### config.mk
export PLATFORM = sky130hd
export DESIGN_NAME = score_keeper_flat
export DESIGN_NICKNAME = d
export VERILOG_FILES = /design/src/rtl/score_keeper_pkg.sv /design/src/rtl/score_keeper_if.sv /design/src/rtl/score_keeper_seg7.sv /design/src/rtl/score_keeper.sv /design/src/flat_wrapper.sv
export SDC_FILE = /design/constraint.sdc
export NUM_CORES = 1
export LEC_CHECK = 0
export BUFFER_PORTS_ARGS = -buffer_cell sky130_fd_sc_hd__buf_2
export CAP_MARGIN = 20
export CORE_UTILIZATION = 45
export CTS_CLUSTER_DIAMETER = 200
export DETAILED_ROUTE_END_ITERATION = 7
export SETUP_SLACK_MARGIN = 0.3
export SYNTH_ARGS = -nofsm -noshare
export SYNTH_HDL_FRONTEND = slang
export SYNTH_SLANG_ARGS = --single-unit
### constraint.sdc
create_clock -name pixel_clk -period 4.9 [get_ports pixel_clk]
set_input_delay 1.225 -clock pixel_clk [delete_from_list [all_inputs] [get_ports pixel_clk]]
set_output_delay 1.225 -clock pixel_clk [all_outputs]
set_load 0.05 [all_outputs]
### src/rtl/score_keeper_pkg.sv
// Shared types, segment patterns and BCD helpers for the score keeper.
// Segments are active-low, bit order {g,f,e,d,c,b,a}.
package score_keeper_pkg;

   typedef enum logic [1:0] {
      ST_PLAY  = 2'd0,
      ST_PAUSE = 2'd1,
      ST_OVER  = 2'd2
   } state_t;

   localparam logic [6:0] SEG_BLANK = 7'h7F;
   localparam logic [6:0] SEG_0     = 7'h40;
   localparam logic [6:0] SEG_1     = 7'h79;
   localparam logic [6:0] SEG_2     = 7'h24;
   localparam logic [6:0] SEG_3     = 7'h30;
   localparam logic [6:0] SEG_4     = 7'h19;
   localparam logic [6:0] SEG_5     = 7'h12;
   localparam logic [6:0] SEG_6     = 7'h02;
   localparam logic [6:0] SEG_7     = 7'h78;
   localparam logic [6:0] SEG_8     = 7'h00;
   localparam logic [6:0] SEG_9     = 7'h10;

   // Two-digit BCD increment, saturating at 99.
   function automatic logic [7:0] bcd_inc(input logic [7:0] v);
      if (v >= 8'h99)
         return 8'h99;
      if (v[3:0] == 4'd9)
         return {v[7:4] + 4'd1, 4'd0};
      return {v[7:4], v[3:0] + 4'd1};
   endfunction

   // BCD to binary for the lead comparison (max 99 fits 7 bits).
   function automatic logic [6:0] bcd_to_bin(input logic [7:0] v);
      return 7'(v[7:4]) * 7'd10 + 7'(v[3:0]);
   endfunction

endpackage

### src/rtl/score_keeper_if.sv
// Point events in, score/display/serve status out.
// master = game logic side, slave = score keeper.
interface score_keeper_if;

   logic       point_a;
   logic       point_b;
   logic       new_game;
   logic [7:0] score_a;
   logic [7:0] score_b;
   logic [6:0] hex_a1;
   logic [6:0] hex_a0;
   logic [6:0] hex_b1;
   logic [6:0] hex_b0;
   logic       play_en;
   logic       serve_a;
   logic       game_over;
   logic       winner_a;

   modport master (
      output point_a, point_b, new_game,
      input  score_a, score_b,
      input  hex_a1, hex_a0, hex_b1, hex_b0,
      input  play_en, serve_a, game_over, winner_a
   );

   modport slave (
      input  point_a, point_b, new_game,
      output score_a, score_b,
      output hex_a1, hex_a0, hex_b1, hex_b0,
      output play_en, serve_a, game_over, winner_a
   );

endinterface

### src/rtl/score_keeper_seg7.sv
// BCD digit to active-low 7-segment pattern.
// Zero is blanked when blank_zero is set; non-BCD codes blank.
module seg7_decoder
   import score_keeper_pkg::*;
(
   input  logic [3:0] digit,
   input  logic       blank_zero,
   output logic [6:0] seg
);

   // Pure lookup from digit to segment pattern.
   always_comb begin
      seg = SEG_BLANK;
      unique case (digit)
         4'd0: seg = blank_zero ? SEG_BLANK : SEG_0;
         4'd1: seg = SEG_1;
         4'd2: seg = SEG_2;
         4'd3: seg = SEG_3;
         4'd4: seg = SEG_4;
         4'd5: seg = SEG_5;
         4'd6: seg = SEG_6;
         4'd7: seg = SEG_7;
         4'd8: seg = SEG_8;
         4'd9: seg = SEG_9;
         default: seg = SEG_BLANK;
      endcase
   end

endmodule

### src/rtl/score_keeper.sv
// Match score keeper: BCD scores, win-by-two, serve tracking,
// post-point freeze and four 7-segment digit drivers.
module score_keeper
   import score_keeper_pkg::*;
#(
   parameter int WIN_SCORE    = 11,
   parameter int PAUSE_CYCLES = 25000000
) (
   input  logic pixel_clk,
   input  logic reset,
   score_keeper_if.slave sk
);

   localparam int CW = (PAUSE_CYCLES > 1) ? $clog2(PAUSE_CYCLES) : 1;
   localparam logic [CW-1:0] CNT_LAST = CW'(PAUSE_CYCLES - 1);
   localparam logic [6:0] WIN  = 7'(WIN_SCORE);
   localparam logic [6:0] DEUCE = 7'(WIN_SCORE - 1);

   state_t        state, state_n;
   logic [7:0]    sa, sa_n, sb, sb_n;
   logic          srv, srv_n;
   logic          win, win_n;
   logic [CW-1:0] cnt, cnt_n;

   logic          pa, pb;
   logic [7:0]    nsa, nsb;
   logic [6:0]    na, nb;
   logic          won, flip;

   logic [6:0]    seg_a1, seg_a0, seg_b1, seg_b0;

   // State, scores, serve, winner and pause counter registers.
   always_ff @(posedge pixel_clk or negedge reset) begin
      if (!reset) begin
         state <= ST_PLAY;
         sa    <= 8'h00;
         sb    <= 8'h00;
         srv   <= 1'b1;
         win   <= 1'b0;
         cnt   <= '0;
      end else begin
         state <= state_n;
         sa    <= sa_n;
         sb    <= sb_n;
         srv   <= srv_n;
         win   <= win_n;
         cnt   <= cnt_n;
      end
   end

   // Next-state logic; win and serve use the post-increment scores.
   always_comb begin
      state_n = state;
      sa_n    = sa;
      sb_n    = sb;
      srv_n   = srv;
      win_n   = win;
      cnt_n   = cnt;

      pa   = sk.point_a & ~sk.point_b;
      pb   = sk.point_b & ~sk.point_a;
      nsa  = pa ? bcd_inc(sa) : sa;
      nsb  = pb ? bcd_inc(sb) : sb;
      na   = bcd_to_bin(nsa);
      nb   = bcd_to_bin(nsb);
      won  = pa ? (nsa == 8'h99 || (na >= WIN && na >= nb + 7'd2))
                : (nsb == 8'h99 || (nb >= WIN && nb >= na + 7'd2));
      flip = ~(na[0] ^ nb[0]) | (na >= DEUCE && nb >= DEUCE);

      if (sk.new_game) begin
         state_n = ST_PLAY;
         sa_n    = 8'h00;
         sb_n    = 8'h00;
         srv_n   = 1'b1;
         win_n   = 1'b0;
         cnt_n   = '0;
      end else begin
         unique case (state)
            ST_PLAY: begin
               if (pa | pb) begin
                  sa_n  = nsa;
                  sb_n  = nsb;
                  cnt_n = '0;
                  if (flip)
                     srv_n = ~srv;
                  if (won) begin
                     state_n = ST_OVER;
                     win_n   = pa;
                  end else begin
                     state_n = ST_PAUSE;
                  end
               end
            end
            ST_PAUSE: begin
               if (cnt == CNT_LAST) begin
                  state_n = ST_PLAY;
                  cnt_n   = '0;
               end else begin
                  cnt_n = cnt + 1'b1;
               end
            end
            ST_OVER: begin
               state_n = ST_OVER;
            end
            default: state_n = ST_PLAY;
         endcase
      end
   end

   seg7_decoder u_a1 (.digit(sa[7:4]), .blank_zero(1'b1), .seg(seg_a1));
   seg7_decoder u_a0 (.digit(sa[3:0]), .blank_zero(1'b0), .seg(seg_a0));
   seg7_decoder u_b1 (.digit(sb[7:4]), .blank_zero(1'b1), .seg(seg_b1));
   seg7_decoder u_b0 (.digit(sb[3:0]), .blank_zero(1'b0), .seg(seg_b0));

   assign sk.score_a   = sa;
   assign sk.score_b   = sb;
   assign sk.hex_a1    = seg_a1;
   assign sk.hex_a0    = seg_a0;
   assign sk.hex_b1    = seg_b1;
   assign sk.hex_b0    = seg_b0;
   assign sk.play_en   = (state == ST_PLAY);
   assign sk.game_over = (state == ST_OVER);
   assign sk.serve_a   = srv;
   assign sk.winner_a  = win;

endmodule
### src/flat_wrapper.sv
// flat-port wrapper written by rule: the top's interface ports become plain ports
module score_keeper_flat import score_keeper_pkg::*;
#(
   parameter int WIN_SCORE    = 11,
   parameter int PAUSE_CYCLES = 25000000
)
  (pixel_clk, reset, sk_point_a, sk_point_b, sk_new_game, sk_score_a, sk_score_b, sk_hex_a1, sk_hex_a0, sk_hex_b1, sk_hex_b0, sk_play_en, sk_serve_a, sk_game_over, sk_winner_a);
  score_keeper_if sk_i ();
  input  logic pixel_clk;
  input  logic reset;
  input wire logic [$bits(sk_i.point_a)-1:0] sk_point_a;
  input wire logic [$bits(sk_i.point_b)-1:0] sk_point_b;
  input wire logic [$bits(sk_i.new_game)-1:0] sk_new_game;
  output wire logic [$bits(sk_i.score_a)-1:0] sk_score_a;
  output wire logic [$bits(sk_i.score_b)-1:0] sk_score_b;
  output wire logic [$bits(sk_i.hex_a1)-1:0] sk_hex_a1;
  output wire logic [$bits(sk_i.hex_a0)-1:0] sk_hex_a0;
  output wire logic [$bits(sk_i.hex_b1)-1:0] sk_hex_b1;
  output wire logic [$bits(sk_i.hex_b0)-1:0] sk_hex_b0;
  output wire logic [$bits(sk_i.play_en)-1:0] sk_play_en;
  output wire logic [$bits(sk_i.serve_a)-1:0] sk_serve_a;
  output wire logic [$bits(sk_i.game_over)-1:0] sk_game_over;
  output wire logic [$bits(sk_i.winner_a)-1:0] sk_winner_a;
  assign sk_i.point_a = sk_point_a;
  assign sk_i.point_b = sk_point_b;
  assign sk_i.new_game = sk_new_game;
  assign sk_score_a = sk_i.score_a;
  assign sk_score_b = sk_i.score_b;
  assign sk_hex_a1 = sk_i.hex_a1;
  assign sk_hex_a0 = sk_i.hex_a0;
  assign sk_hex_b1 = sk_i.hex_b1;
  assign sk_hex_b0 = sk_i.hex_b0;
  assign sk_play_en = sk_i.play_en;
  assign sk_serve_a = sk_i.serve_a;
  assign sk_game_over = sk_i.game_over;
  assign sk_winner_a = sk_i.winner_a;
  score_keeper #(.WIN_SCORE(WIN_SCORE), .PAUSE_CYCLES(PAUSE_CYCLES)) u_core (.pixel_clk(pixel_clk), .reset(reset), .sk(sk_i));
endmodule
[Word level (Yosys, flattened, before mapping)]
Index checks and enable logic that the tools add are counted.
Storage, ports and cells
  register bits: 45
  input bits: 5
Cells by class
  $add $sub $neg: 9
  multipliers: 2
  magnitude comparators: 8
  eq/ne operators: 43
  muxes and demuxes: 44
  bitwise gates (word level): 9
  reduce and logical (&&, ||, !) cells: 18
Operator list (number)
  one-hot mux 7 bit (10 select lines): 2
  2-to-1 mux 8 bit: 16
  one-hot mux 7 bit (9 select lines): 2
  2-to-1 mux 25 bit: 3
  == test 4 x 3 -> 1 bit (second input constant): 16
  one-hot mux 25 bit (2 select lines): 1
  == test 4 x 2 -> 1 bit (second input constant): 8
  == test 4 bit (second input constant): 8
  greater-or-equal comparator 7 x 4 -> 1 bit (second input constant): 4
  adder 25 x 1 -> 25 bit (second input constant): 1
  == test 25 bit (second input constant): 1
  adder 4 x 1 -> 4 bit (second input constant): 4
  == test 4 x 1 -> 1 bit (second input constant): 4
  == test 8 bit (second input constant): 2
  greater-or-equal comparator 8 bit (second input constant): 2
  2-to-1 mux 1 bit: 15
  adder 7 x 2 -> 7 bit (second input constant): 2
  adder 7 x 4 -> 7 bit: 2
  greater-or-equal comparator 7 bit: 2
  multiplier 4 x 3 -> 6 bit (second input constant): 2
  logical NOT 4 bit: 2
  2-to-1 mux 2 bit: 4
  nonzero test 2 bit: 4
  inequality test 3 x 2 -> 1 bit (second input constant): 2
  other kinds (13): 24

[Longest topological paths before layout]
  word-level depth: 17
  mapped depth: 23
  gate-level depth less buffers: 22

[Modules after synthesis]
A second synthesis with hierarchy kept.
Unflattened totals
  cells, all modules: 622
  area, all modules: 4848.4 sq um
Modules (own cells, without submodules)
  score_keeper: times used 1, cells each 478, area each 3962.6 sq um
  seg7_decoder: times used 4, cells each 36, area each 221.5 sq um

[Least setup slack after synthesis]
Ideal clock, no wire load.
  path kind: input to register
  start point: input sk_point_b
  end point: register u_core.state[1]
  arrival: 4870 ps
  data required time: 4779 ps
  setup slack: -91 ps
  cell stages on the path: 20
  buffers on the path: 1
  path through: inv_1 -> ha_1 -> buf_2 -> and2_1 -> nand3_1 -> o21ai_0 -> a21o_1 -> or2b_1 -> ha_1 -> a311o_1 -> o32ai_1 -> nor3_1 -> xor2_1 -> nand3_1 -> xor2_1 -> ha_1 -> a2111oi_0 -> a31oi_1 -> o31a_1 -> a22o_1
On the way
  longest elaborated chain between the ends: 14
RTL lines
  start: declaration: RTL line flat_wrapper.sv:12  | input wire logic [$bits(sk_i.point_b)-1:0] sk_point_b;
  NOT 1 bit: RTL line score_keeper.sv:60  | pa = sk.point_a & ~sk.point_b;
  AND 1 bit: RTL line score_keeper.sv:60
  2-to-1 mux 8 bit: RTL line score_keeper.sv:62  | nsa = pa ? bcd_inc(sa) : sa;
  multiplier 4 x 3 -> 6 bit: RTL line score_keeper_pkg.sv:34  | return 7'(v[7:4]) * 7'd10 + 7'(v[3:0]);
  adder 7 x 4 -> 7 bit: RTL line score_keeper_pkg.sv:34
  adder 7 x 2 -> 7 bit: RTL line score_keeper.sv:67  | : (nsb == 8'h99 || (nb >= WIN && nb >= na + 7'd2));
  greater-or-equal comparator 7 bit: RTL line score_keeper.sv:67
  logical AND 1 bit: RTL line score_keeper.sv:67
  logical OR 1 bit: RTL line score_keeper.sv:67
  2-to-1 mux 1 bit: RTL line score_keeper.sv:66  | won = pa ? (nsa == 8'h99 || (na >= WIN && na >= nb + 7'd2))
  2-to-1 mux 2 bit: RTL line score_keeper.sv:86  | if (won) begin
  2-to-1 mux 2 bit: RTL line score_keeper.sv:80  | if (pa | pb) begin
  one-hot mux 2 bit (3 select lines): RTL line score_keeper.sv:78  | unique case (state)
  2-to-1 mux 2 bit: RTL line score_keeper.sv:70  | if (sk.new_game) begin
  end signal: assignment: RTL line score_keeper.sv:42  | state <= state_n;
  end: declaration: RTL line score_keeper.sv:19  | state_t state, state_n;
Parallel ways exist; a longest one is shown, timed or not. The select of a mux whose other input is x is not followed.
A chain may end at the register's enable or synchronous reset.

[Worst setup path in the final report]
Same ends and word-level chain as after synthesis.

==> results.md <==
* Post-DP HPWL at 9520 microns
* Wire length per cell at 15.32 microns
* Port Buf Inserts at 52
* Reg2Reg Launch Point: u_core.sk.score_a[0]$_DFFE_PN0P_
* Synth cell count leaders: nor2_1, nand2_1, a21oi_1, o21ai_0, dfrtp_1
* Hold Violations, Final at 0
* Starting Density at 0.4608
* Total CTS buffers at 5
* Drt drc at 2
* RSZ-0062 raised after global routing: true
* Asr flop ratio synth at 1.000
* Die Ht at 104.6 microns
* Initial antenna violation count at 0
* Clk slew on worst S/H paths at 90 ps
* Syn_area_per_cell at 7.541 sq um
* Share of post-route cells with drive strength above 1 at 0.2861
* Synth-to-Final Area Change at 29.51%
* I/O Pins at 53
* CTS Hold Bufs at 0
* Tcrit/Tclk final at 0.9543
* Initial DRC Count at 271
* Longest Clk Path Bufs at 2
* Core Box Area at 10280 sq um
* DRT Pass-1 Iters at 7
* Synth Instances at 628
* WHS Endpoint: u_core.cnt[0]$_DFFE_PN0P_
* Sinks on Clock Net at 45
* CTS tree: yes
* Top-count cell post-synth: nor2_1
* Worst-Skew Late Latency at 310 ps
* Final wirelength at 13330 microns
* Sequential fraction of the synthesis area at 0.2380
* Rows at 37
* Failing checks: DRC
* Leakage power total at 2.755 nW
* Largest net degree at the start of global routing at 46
* Die width at 104.6 microns
* Hold_sp: u_core.cnt[0]$_DFFE_PN0P_
* Worst slew margin at 0.4397
* Clock Skew at 7.803 ps
* Final core occ at 0.5968
* Gr usage total at 0.2513
* Min cycle time layout at 4676 ps
* Worst reg2reg endpoint: u_core.state[1]$_DFFE_PN0P_
* Unique cell type count in the Yosys netlist at 75
* Startpoint types: input port
* Critical path class: input port to flop
* Synth warn at 0
* VDD IR-drop max at 0.1797 mV
* Cell depth of the worst flop-to-flop path at 22
* Worst Path Arrival at 4880 ps
* Crit path max fanout at 7
* Global-route wire length before repair at 22760 microns
* Status: finished, violations left
* Final ANT Viol Nets at 0
* CP Capture Type: flop
* Max frequency at 213.9 MHz
* Die area at 10940 sq um
* Slew Viols, Final at 0
* Pwr/cell area at 237.1 nW/um^2
* Worst min path class: flop to flop
* Root Buffer: clkbuf_8
* Vias at 4916
* #FFs+latches synth at 45
* Gpl congestion at 0.8774
* Final #Nets at 778
* Max Cap Violations at 0
* GR Overflow Total at 0
* H-tree levels at 2
* Setup_tns at 0 ps
* Synthesized area at 4736 sq um
* Syn Nets at 673
* Data required, critical path at 5100 ps
* Post-synth EDFFs at 0
* Main flop type after synthesis: dfrtp_1
* Flop2flop setup slack at 440 ps
* # diodes at 0
* DR vias/cell at 5.651
* Worst Hold Depth at 1
* Synth area leader: dfrtp_1
* Yosys top cell area share at 0.2325
* Least-Margin Pin Slew at 840.5 ps
* Setup Viol. Count Final at 0
* Synth top area cells: dfrtp_1, ha_1, nor2_1
* Vias in the first global route at 4795
[critical path, cell delays in order]
cell,delay (ps)
buf_12,110
clkinv_8,30
ha_4,170
buf_6,130
nand4_1,150
o21a_1,260
nor2_4,170
xnor2_1,130
nand2_1,70
ha_2,190
ha_4,170
nor4b_4,130
a311oi_2,320
xnor2_1,160
xor2_1,180
ha_1,320
nand2_1,100
a211oi_2,50
a2111oi_2,330
a31oi_1,120
o31a_1,160
a22o_1,200
[cells in the final DEF (no fill, tap or decap), types with 4 or more instances in the layout]
cell,instances
buf_4,81
nor2_1,68
nand2_1,53
buf_2,50
o21ai_0,47
a21oi_1,47
dfrtp_1,43
inv_1,35
ha_1,31
nand3_1,24
xnor2_1,22
nor3_1,19
xor2_1,15
xnor2_2,8
and3_1,8
nand4_1,8
o211ai_1,7
nand2b_1,7
or3_1,7
ha_4,7
o211a_1,6
nor2b_1,6
a31oi_1,6
mux2i_1,5
o31ai_1,5
clkbuf_8,5
or2_2,4
nor2_4,4
and2_1,4
o21a_1,4
a21o_1,4
a211oi_1,4
[metal layers]
| layer | up-vias | wire length [microns] | track usage |
|---|---|---|---|
| met3 | 21 | 356 | 0.02433 |
| met2 | 80 | 6527 | 0.4352 |
| met4 | 0 | 250 | 0.07042 |
| li1 | 2434 | - | - |
| met5 | - | 0 | 0 |
| met1 | 2381 | 6190 | 0.3328 |
[cell type report]
cell class | instances | area [sq um]
fillers | 940 | 4144
multi-input cells | 507 | 3636
flip-flops and latches | 45 | 1129
repair buffers | 136 | 932.1
well taps | 136 | 170.2
inverters | 38 | 155.1
clock buffers | 6 | 72.57
clock inverters | 2 | 38.79
[what timing repair did]
item	4_1_cts	5_1_grt
setup endpoints to repair	3	3
setup buffers	15	1
pin swaps	29	14
gates resized for setup	33	18
[report_power, final]
group / switching (mW) / internal, mW
clock: 0.146 / 0.154
sequential: 0.0252 / 0.390
combinational: 0.486 / 0.254
total: 0.657 / 0.797
[cell families (layout without fill, tap and decap cells)]
group | after synthesis | after routing | share of synthesized area
buf+inv | 76 | 182 | 0.06393
simple gates | 243 | 243 | 0.2579
mux | 6 | 6 | 0.01295
compound gates | 171 | 171 | 0.2346
fa+ha+maj | 40 | 40 | 0.1057
xor+xnor | 47 | 47 | 0.08692
flops | 45 | 45 | 0.2380
[worst max-delay path by stage]
stage,startpoint,end,slack (ps),depth (start not counted)
detailed placement,sk_point_a,u_core.state[0]$_DFFE_PN0P_,-270,22
global placement,sk_point_a,u_core.state[0]$_DFFE_PN0P_,-210,22
global route,sk_point_b,u_core.state[0]$_DFFE_PN0P_,80,23
floorplan,sk_point_a,u_core.state[1]$_DFFE_PN0P_,190,20
CTS,sk_point_a,u_core.state[0]$_DFFE_PN0P_,320,21
finish,sk_point_b,u_core.state[1]$_DFFE_PN0P_,220,22
[metrics by stage]
stage	instance area [sq um]	power [mW]	cells	setup slack, ps	hold slack [ps]
after floorplan	4856	0.9322	628	190.9	462.2
after global routing	6133	1.537	870	84.51	545.2
after detailed placement	5623	1.120	845	-272.8	503.4
after CTS	6010	1.447	868	316.2	520.4
final	6133	1.454	870	224.0	514.1
after global placement	5623	1.110	845	-205.0	478.0
[sequential cells by signal (all words and copies together) (netlist names)]
| name | flops |
|---|---|
| u_core.sk.score_b | 8 |
| u_core.sk.score_a | 8 |
| u_core.sk.serve_a | 1 |
| u_core.sk.winner_a | 1 |
| u_core.state | 2 |
| u_core.cnt | 25 |
Power figures use the tool's default switching activity.
